==> src/rtl/memristor_pkg.sv <==
// Shared types and helpers for the memristor PUF array and its challenge-side companions.
// Holds the FSM state type, the LFSR polynomial and the saturation helpers.
package memristor_pkg;

  typedef enum logic [2:0] {INIT, IDLE, POW, MUL, WB} state_t;

  localparam logic [15:0] LFSR_TAPS = 16'hB400;
  localparam int          WIDE_W    = 128;

  // One step of the right-shifting Galois LFSR.
  function automatic logic [15:0] lfsr_step(input logic [15:0] s);
    return s[0] ? ((s >> 1) ^ LFSR_TAPS) : (s >> 1);
  endfunction

  // Magnitude of a w-bit signed value; the most negative code maps to the largest positive one.
  function automatic logic [31:0] sat_abs(input logic signed [31:0] v, input int w);
    longint lim;
    longint mag;
    lim = (longint'(1) <<< (w - 1)) - 1;
    mag = (v < 0) ? -longint'(v) : longint'(v);
    if (mag > lim) mag = lim;
    return 32'(mag);
  endfunction

  function automatic logic signed [WIDE_W-1:0] clamp(
    input logic signed [WIDE_W-1:0] v,
    input logic signed [WIDE_W-1:0] lo,
    input logic signed [WIDE_W-1:0] hi
  );
    if (v < lo) return lo;
    if (v > hi) return hi;
    return v;
  endfunction

endpackage

==> src/rtl/memristor_puf_array_lfsr.sv <==
// 16-bit Galois LFSR with seed load on reset; also used by the challenge generator.
module puf_lfsr16
  import memristor_pkg::*;
(
  input  logic        clk,
  input  logic        rst,
  input  logic [15:0] seed,
  input  logic        step,
  output logic [15:0] state
);

  always_ff @(posedge clk) begin
    if (rst) begin
      state <= seed;
    end else if (step) begin
      state <= lfsr_step(state);
    end
  end

endmodule

==> src/rtl/memristor_puf_array.sv <==
// Array of behavioural memristor cells with per-cell c/vth variation, a multi-cycle
// |vin|^N_POWER write engine and a two-cell conductance-compare PUF read port.
module memristor_puf_array
  import memristor_pkg::*;
#(
  parameter int          NUM_CELLS    = 16,
  parameter int          VIN_WIDTH    = 16,
  parameter int          FRAC_BITS    = 8,
  parameter int          G_WIDTH      = 16,
  parameter int          G_FRAC_BITS  = 8,
  parameter int          N_POWER      = 2,
  parameter int          C_FRAC_BITS  = 12,
  parameter int          C_NOM        = 4096,
  parameter int          VTH_NOM      = 1024,
  parameter int          G_INIT       = 128,
  parameter int          G_MAX        = 32767,
  parameter int          C_VAR_BITS   = 10,
  parameter int          VTH_VAR_BITS = 6,
  parameter logic [15:0] LFSR_SEED    = 16'hACE1
) (
  input  logic                          clk,
  input  logic                          rst,
  output logic                          init_done,
  input  logic                          wr_valid,
  output logic                          wr_ready,
  input  logic [$clog2(NUM_CELLS)-1:0]  wr_addr,
  input  logic [VIN_WIDTH-1:0]          wr_vin,
  output logic                          wr_done,
  output logic                          wr_changed,
  input  logic                          rd_valid,
  input  logic [$clog2(NUM_CELLS)-1:0]  rd_addr_a,
  input  logic [$clog2(NUM_CELLS)-1:0]  rd_addr_b,
  output logic                          resp_valid,
  output logic                          resp_bit,
  output logic [G_WIDTH-1:0]            resp_g
);

  localparam int              AW       = $clog2(NUM_CELLS);
  localparam int              C_W      = C_FRAC_BITS + 4;
  localparam int              ACC_W    = VIN_WIDTH * N_POWER;
  localparam int              PROD_W   = C_W + ACC_W + 1;
  localparam int              VX_W     = VIN_WIDTH + 1;
  localparam int              SHIFT    = N_POWER * FRAC_BITS + C_FRAC_BITS - G_FRAC_BITS;
  localparam logic [AW-1:0]   LAST     = AW'(NUM_CELLS - 1);
  localparam logic [AW:0]     NCELLS   = (AW + 1)'(NUM_CELLS);
  localparam logic [2:0]      POW_LAST = 3'(N_POWER - 2);

  state_t                       state, state_nx;
  logic [AW-1:0]                idx;
  logic [15:0]                  lfsr, lfsr_nx;
  logic signed [C_W-1:0]        c_off;
  logic signed [VIN_WIDTH-1:0]  vth_off;

  logic signed [C_W-1:0]        c_arr   [NUM_CELLS];
  logic signed [VIN_WIDTH-1:0]  vth_arr [NUM_CELLS];
  logic signed [G_WIDTH-1:0]    g_arr   [NUM_CELLS];

  logic                         accept;
  logic [VIN_WIDTH-1:0]         vin_mag;
  logic [AW-1:0]                addr_p0;
  logic                         hit_p0;
  logic signed [VIN_WIDTH-1:0]  vin_p0;
  logic [VIN_WIDTH-1:0]         mag_p0;
  logic [ACC_W-1:0]             acc_p0;
  logic [2:0]                   pow_cnt;
  logic signed [G_WIDTH-1:0]    delta_p1;

  logic signed [C_W-1:0]        c_sel;
  logic signed [PROD_W-1:0]     prod;
  logic signed [VX_W-1:0]       vin_x, vth_x;
  logic                         up, dn;
  logic signed [WIDE_W-1:0]     g_cur, g_inc, g_dec;
  logic signed [G_WIDTH-1:0]    g_new;

  logic                         rd_hit_a, rd_hit_b;
  logic signed [G_WIDTH-1:0]    g_a, g_b;
  logic                         resp_valid_p1, resp_bit_p1;
  logic [G_WIDTH-1:0]           resp_g_p1;

  puf_lfsr16 u_lfsr (
    .clk   (clk),
    .rst   (rst),
    .seed  (LFSR_SEED),
    .step  (state == INIT),
    .state (lfsr)
  );

  // Cell i is built from the state the LFSR reaches on this cycle's step.
  assign lfsr_nx = lfsr_step(lfsr);

  generate
    if (C_VAR_BITS > 0) begin : g_cvar
      assign c_off = C_W'(signed'(lfsr_nx[C_VAR_BITS-1:0]));
    end else begin : g_cnom
      assign c_off = '0;
    end
    if (VTH_VAR_BITS > 0) begin : g_vvar
      assign vth_off = VIN_WIDTH'(signed'(lfsr_nx[15:16-VTH_VAR_BITS]));
    end else begin : g_vnom
      assign vth_off = '0;
    end
  endgenerate

  always_ff @(posedge clk) begin
    if (rst) begin
      state <= INIT;
      idx   <= '0;
    end else begin
      state <= state_nx;
      if (state == INIT) idx <= idx + 1'b1;
    end
  end

  always_comb begin
    state_nx   = state;
    init_done  = 1'b0;
    wr_ready   = 1'b0;
    wr_done    = 1'b0;
    wr_changed = 1'b0;
    if (!rst) begin
      init_done  = (state != INIT);
      wr_ready   = (state == IDLE);
      wr_done    = (state == WB);
      wr_changed = (state == WB) && (up || dn);
    end
    unique case (state)
      INIT:    if (idx == LAST) state_nx = IDLE;
      IDLE:    if (wr_valid) state_nx = (N_POWER > 1) ? POW : MUL;
      POW:     if (pow_cnt == POW_LAST) state_nx = MUL;
      MUL:     state_nx = WB;
      WB:      state_nx = IDLE;
      default: state_nx = INIT;
    endcase
  end

  assign accept  = wr_valid && wr_ready;
  assign vin_mag = VIN_WIDTH'(sat_abs(32'(signed'(wr_vin)), VIN_WIDTH));

  // p0: request latched, |vin| power accumulated in place
  always_ff @(posedge clk) begin
    if (accept) begin
      addr_p0 <= wr_addr;
      hit_p0  <= ({1'b0, wr_addr} < NCELLS);
      vin_p0  <= signed'(wr_vin);
      mag_p0  <= vin_mag;
      acc_p0  <= ACC_W'(vin_mag);
      pow_cnt <= '0;
    end else if (state == POW) begin
      acc_p0  <= ACC_W'(acc_p0 * ACC_W'(mag_p0));
      pow_cnt <= pow_cnt + 1'b1;
    end
  end

  assign c_sel = hit_p0 ? c_arr[addr_p0] : '0;
  assign prod  = PROD_W'(c_sel) * PROD_W'(signed'({1'b0, acc_p0}));

  // p1: scaled conductance step
  always_ff @(posedge clk) begin
    if (state == MUL) begin
      delta_p1 <= G_WIDTH'(clamp(WIDE_W'(prod >>> SHIFT), '0, WIDE_W'(G_MAX)));
    end
  end

  assign vin_x = VX_W'(vin_p0);
  assign vth_x = hit_p0 ? VX_W'(vth_arr[addr_p0]) : '0;
  assign up    = hit_p0 && (vin_x >= vth_x);
  assign dn    = hit_p0 && !up && (vin_x <= -vth_x);
  assign g_cur = hit_p0 ? WIDE_W'(g_arr[addr_p0]) : '0;
  assign g_inc = clamp(g_cur + WIDE_W'(delta_p1), '0, WIDE_W'(G_MAX));
  assign g_dec = clamp(g_cur - WIDE_W'(delta_p1), '0, WIDE_W'(G_MAX));
  assign g_new = up ? G_WIDTH'(g_inc) : G_WIDTH'(g_dec);

  // p2: cell initialisation and write-back
  always_ff @(posedge clk) begin
    if (state == INIT) begin
      c_arr[idx]   <= C_W'(C_NOM) + c_off;
      vth_arr[idx] <= VIN_WIDTH'(VTH_NOM) + vth_off;
      g_arr[idx]   <= G_WIDTH'(G_INIT);
    end else if (!rst && state == WB && (up || dn)) begin
      g_arr[addr_p0] <= g_new;
    end
  end

  assign rd_hit_a = ({1'b0, rd_addr_a} < NCELLS);
  assign rd_hit_b = ({1'b0, rd_addr_b} < NCELLS);
  assign g_a      = rd_hit_a ? g_arr[rd_addr_a] : '0;
  assign g_b      = rd_hit_b ? g_arr[rd_addr_b] : '0;

  // p1: read response, sampled before any same-cycle write-back lands
  always_ff @(posedge clk) begin
    if (rst) begin
      resp_valid_p1 <= 1'b0;
      resp_bit_p1   <= 1'b0;
      resp_g_p1     <= '0;
    end else begin
      resp_valid_p1 <= rd_valid && (state != INIT);
      if (rd_valid && state != INIT) begin
        resp_g_p1   <= g_a;
        resp_bit_p1 <= rd_hit_a && rd_hit_b && (rd_addr_a != rd_addr_b) && (g_a > g_b);
      end
    end
  end

  assign resp_valid = resp_valid_p1 && !rst;
  assign resp_bit   = resp_bit_p1 && !rst;
  assign resp_g     = rst ? '0 : resp_g_p1;

endmodule

==> config.mk <==
export PLATFORM = sky130hd
export DESIGN_NAME = memristor_puf_array
export DESIGN_NICKNAME = d
export VERILOG_FILES = /design/src/rtl/memristor_pkg.sv /design/src/rtl/memristor_puf_array_lfsr.sv /design/src/rtl/memristor_puf_array.sv
export SDC_FILE = /design/constraint.sdc
export NUM_CORES = 2
export LEC_CHECK = 0
export ABC_AREA = 1
export ABC_CLOCK_PERIOD_IN_PS = 9900
export CAP_MARGIN = 20
export CORE_UTILIZATION = 52
export DETAILED_ROUTE_END_ITERATION = 16
export DONT_BUFFER_PORTS = 1
export PLACE_DENSITY = 0.67
export SLEW_MARGIN = 10
export SYNTH_ARGS = -nofsm -noshare
export SYNTH_HDL_FRONTEND = slang
export SYNTH_SLANG_ARGS = --single-unit
==> constraint.sdc <==
create_clock -name clk -period 9.9 [get_ports clk]
set_clock_uncertainty 0.1 [all_clocks]
set_input_delay 1.98 -clock clk [delete_from_list [all_inputs] [get_ports clk]]
set_output_delay 1.98 -clock clk [all_outputs]
set_load 0.02 [all_outputs]
* After elaboration in Yosys (flattened, before gate mapping)
Memories as Yosys holds them, arrays and structs flattened. A register that Yosys moved wholly into a read port is not among the register bits. Cells that the tools add are included.
Cells by class: $add $sub $neg 8, multiply operators 2, div/mod/pow operators 0, $lt $le $gt $ge 11, equality and inequality tests 9, shift-type cells 0, muxes and demuxes 49, bitwise gates (word level) 1, reductions and logical operators 18
Operators with widths (count):
- 16-bit two-way mux | 19
- 64-bit by 16-bit > comparator with 1-bit output (second input constant) | 1
- 64-bit two-way mux | 1
- 16-bit negator with 64-bit output | 1
- 16-bit by 33-bit multiplier with 49-bit output | 1
- 17-bit by 16-bit > comparator with 1-bit output (second input constant) | 2
- 17-bit by 1-bit less-than comparator with 1-bit output (second input constant) | 2
- 32-bit by 16-bit multiplier with 32-bit output | 1
- 29-bit by 16-bit > comparator with 1-bit output (second input constant) | 1
- 29-bit by 1-bit less-than comparator with 1-bit output (second input constant) | 1
- 1-bit two-way mux | 21
- 16-bit by 16-bit adder with 17-bit output | 1
- 16-bit by 17-bit <= comparator with 1-bit output | 1
- 16-bit negator with 17-bit output | 1
- 16-bit by 16-bit subtractor with 17-bit output | 1
- 16-bit greater-or-equal comparator | 1
- 16-bit > comparator | 1
- 16-bit by 1-bit less-than comparator with 1-bit output (second input constant) | 1
- 4-bit two-way mux | 4
- 16-bit OR reduction | 1
- 14-bit by 10-bit adder with 15-bit output (first input constant) | 1
- 3-bit case mux with 5 select lines | 1
- 12-bit by 6-bit adder with 13-bit output (first input constant) | 1
- 1-bit logical AND | 9
- 16 further kinds | 23
Storage, ports and cells: register bits 128, latch bits 0, RAM bits 768, ROM bits 0, input bits 32, word-level logic and storage cells 114, memories 3
Memories:
- c_arr | words 16, bits a word 16, rd ports 1, clocked after Yosys merged registers in 1, write ports 1, line memristor_puf_array.sv:54 | logic signed [C_W-1:0] c_arr [NUM_CELLS];
- g_arr | words 16, bits a word 16, rd ports 3, clocked after Yosys merged registers in 1, write ports 1, line memristor_puf_array.sv:56 | logic signed [G_WIDTH-1:0] g_arr [NUM_CELLS];
- vth_arr | words 16, bits a word 16, rd ports 1, clocked after Yosys merged registers in 1, write ports 1, line memristor_puf_array.sv:55 | logic signed [VIN_WIDTH-1:0] vth_arr [NUM_CELLS];

* Longest topological paths before layout
word-level depth 10, mapped depth 41

* Modules after synthesis
A second synthesis with hierarchy kept.
Second synthesis, totals: cells, all modules 6931, area total of the unflattened synthesis 59967.5 µm²
Modules (own cells, without submodules):
- memristor_puf_array | instances 1, cells an instance 6853, area an instance 59201.8 µm², sequential area each 19338.5 µm²
- puf_lfsr16 | instances 1, cells an instance 78, area an instance 765.7 µm², sequential area each 480.5 µm²

* Worst setup path after synthesis
Ideal clock, no wire load.
path kind register -> register, start reg (tool-made name), end reg delta_p1[10] (data pin), library setup time 0.255 ns, arrival 7.031 ns, setup slack 2.514 ns, cell stages (with the launch flop) 38, buffers on the path 6, clock period less this slack 7.386 ns, cells stage by stage dfxtp_1 -> inv_2 -> buf_6 -> clkbuf_1 -> buf_2 -> clkbuf_1 -> o21ai_0 -> o221ai_1 -> o211ai_1 -> nand2_1 -> buf_2 -> nand2_1 -> fa_1 -> fa_1 -> fa_1 -> inv_1 -> fa_1 -> fa_1 -> [2 not listed] -> inv_1 -> ha_1 -> nand2_1 -> nor2_1 -> inv_1 -> nor3_1 -> nand3_1 -> nor4_1 -> nand2_1 -> nand2_1 -> nand2_1 -> nand2_1 -> nand3_1 -> nor2_1 -> nand3_2 -> nor2_4 -> buf_6 -> nand2_2
RTL lines:
- to (signal assigned) | line memristor_puf_array.sv:160 | delta_p1 <= G_WIDTH'(clamp(WIDE_W'(prod >>> SHIFT), '0, WIDE_W'(G_MAX)));
- to (decl) | line memristor_puf_array.sv:66 | logic signed [G_WIDTH-1:0] delta_p1;

==> summary.txt <==
highest clock rate: 112 MHz
DR vias/cell: 5.78
io pins: 54
RSZ-0062 raised after global routing: false
top cell type's share of synthesized area: 30.8%
Hold WS: 0.375 ns
yosys synthesis warning count: 0
share of layout cells above drive strength 1: 4.36%
vias in the first global route: 48500
Mapped Area: 0.0597 sq mm
GRT overflow: 0
Worst Path Max Fanout: 47
Synth Area in Simple Gates: 14.0%
HP Class: register to register
Post-synth EDFFs: 612
die area: 0.116 sq mm
Syn Inst Count: 6896
top-count cell post-synth: inv_1
clock sink count: 676
Routed Wire Length: 174000 um
Syn Area/Cell: 8.66 sq um
CP cell instances: clkinv_2, buf_4, o21ai_0, o22ai_1, o211ai_1, nand2_1, inv_1, ha_1, nand2_1, nor2_1, nand3_1, nand2_1, o21ai_1, ha_1, a21oi_1, o21ai_0, a221oi_1, nand3_1, o211ai_1, nand2_1, inv_1
max-slew violations: 0
CP most frequent cell: nand2_1
DR DRC count: 0
Max clock buf depth: 3
routability cong.: 0.931
pwr/cell area: 235 mW/mm^2
CTS tree: done
First-pass DRT Iterations: 6
Peak VDD IR: 0.000741 V
Unique masters post-synth: 54
port buffer count: 0
cts hold-fix bufs: 0
Crit path arrival time: 6.83 ns
WL/cell: 21.0 um
Compound-Gate Fraction of Synth Area: 13.4%
Final HPWL DP: 118000 um
WHS Path Cells: 2
DIE WIDTH: 341 um
largest net degree at the start of global routing: 258
Critical Path RT: 7.82 ns
crit-path max cell delay: 0.71 ns
crit share post-route: 90.0%
worst slew pin tran: 1.06 ns
CP max stage cell: clkinv_2
Adder-Cell Fraction of Synth Area: 27.3%
flops & latches, synth: 676
initial antenna violation count: 0
register clock-pin slew on the reported worst setup and hold paths: 0.06 ns
Reg2Reg Setup Slack: 1.02 ns
post_cts resized: 0
synth cell count leaders: inv_1, nand2_1, o21ai_0
status: finished clean
multiplexer area fraction after synthesis: 0%
R2R depth: 32
Synth async-reset ratio: 0%
H-tree depth: 3
Root Buffer: clkbuf_16
core area: 0.113 sq mm
largest family of logic cells by synthesized area: adder cells
# rows: 123
CP Capture Type: output pin
clk_lat worst skew: 0.70 ns
xor/xnor share of the synthesized area: 1.89%
leading area contributor after synthesis: edfxtp_1
Area Overhead vs Synth: 6.97%
Hold Crit Start: u_lfsr.state[13]$_SDFFE_PP1P_
most common flop cell mapped by yosys: edfxtp_1
Inserted Clock Buffers: 77
Tot GR Track Use: 30.4%
post-layout min period: 8.91 ns
Leakage: 28.7 nW
TNS Setup: 0 ns
Post-CTS Setup Inserts: 0
Critical Path Source Type: register
critical path class: register to output pin
Starting Density: 52.8%
slew margin rel.: 28.4%
Hold Vio Cnt, Final: 0
maxcap violations: 0
RR Endpoint: delta_p1[2]$_SDFFCE_PN1P_
Worst Hold End: u_lfsr.state[13]$_SDFFE_PP1P_
post-route antenna net violation count: 0
top cells by area, synth: edfxtp_1, fa_1, inv_1, nand2_1, ha_1
first-pass GRT wire length: 274000 um
Final #Nets: 7698
DR iter-0 viols: 4726
die height: 341 um
sequential fraction of the synthesis area: 32.9%
via count: 47900
final setup vio count: 0
-- cells in the final DEF, fill, tap and decap left out, types with 19 or more instances in the layout --
cell       synthesis  routed
ha_1             338     338
clkbuf_1         311      23
o22ai_1           43      43
dfxtp_1           64      60
a21oi_1          420     420
o21bai_1          42      42
xor2_1            53      53
o211ai_1         108     108
clkbuf_16          0      77
inv_1           1272    1268
nand3_1          234     234
edfxtp_1         612     612
nor2_4             2      19
o21ai_0          632     632
fa_1             603     603
nor2_1           629     596
o221ai_1          98      98
nand2_1         1139    1139
nor3_1            32      30
xnor2_1           73      73
buf_4              1      99
-- critical path: cells and delay by family (launching register included) --
kind	cells	cell delay [ns]
buffers and inverters	4	2.02
flip-flops	1	0.60
AND/OR/NAND/NOR	7	1.51
adder cells (fa/ha/maj)	2	0.52
AO/OA/AOI/OAI	8	1.49
-- through the flow --
stage | utilization [%] | cells | cell area (sq um) | total power, W | setup slack, ns
CTS | 56.4 | 8282 | 63800 | 0.0150 | 1.10
floorplan | - | 6913 | 59800 | 0.00963 | 2.51
global route | 56.5 | 8289 | 63900 | 0.0163 | 0.412
global placement | 54.1 | 8137 | 61100 | 0.0120 | 1.27
finish | 56.5 | 8290 | 63900 | 0.0150 | 0.993
detailed placement | 54.1 | 8139 | 61200 | 0.0120 | 1.14
-- sequential cells by signal, summed over array words and instances, names as in the netlist, named ones only --
signal,cells
acc_p0,32
addr_p0,4
c_arr,176
delta_p1,16
g_arr,256
idx,4
mag_p0,16
pow_cnt,3
resp_bit_p1,1
resp_g_p1,16
resp_valid_p1,1
state,3
u_lfsr.state,16
vin_p0,16
vth_arr,112
-- power breakdown --
group | switching, W | total (W) | internal (W)
combinational | 0.00563 | 0.00875 | 0.00312
sequential | 0.000102 | 0.00330 | 0.00320
clock | 0.00127 | 0.00296 | 0.00169
-- cell type report --
cell class / count / area [sq um]
Tap cell: 1500 / 1880
Fill cell: 10000 / 49200
Antenna cell: 1 / 2.50
Timing Repair Buffer: 105 / 858
Sequential cell: 676 / 19700
Multi-Input combinational cell: 4583 / 34000
Clock inverter: 35 / 490
Clock buffer: 108 / 2120
Inverter: 1282 / 4820
-- logic make-up after synthesis --
logic type                 Yosys count
AOI/OAI and AO/OA                 1404
xor gates and xnor gates           127
adders and majority gates          941
buffers and inverters             1654
DFF                                676
other                                1
and+or+nand+nor                   2093
-- per-layer routing --
| metal | vias up | part of all wire [%] | global-route usage, % |
|---|---|---|---|
| met1 | 23300 | 40 | 39.9 |
| met5 | - | 0 | 0 |
| li1 | 21900 | - | - |
| met3 | 459 | 9.5 | 5.39 |
| met2 | 2268 | 47 | 49.8 |
| met4 | 0 | 4.2 | 12.4 |
-- worst max-delay path by stage --
stage                                       endpoint  slack [ns]
after floorplan           delta_p1[10]$_SDFFCE_PN1P_        2.51
after global placement     delta_p1[1]$_SDFFCE_PN1P_        1.27
after detailed placement  delta_p1[14]$_SDFFCE_PN1P_        1.14
after CTS                 delta_p1[14]$_SDFFCE_PN1P_        1.10
after global routing      delta_p1[14]$_SDFFCE_PN1P_        0.41
final                                     wr_changed        0.99
Power figures use the tool's default switching activity.
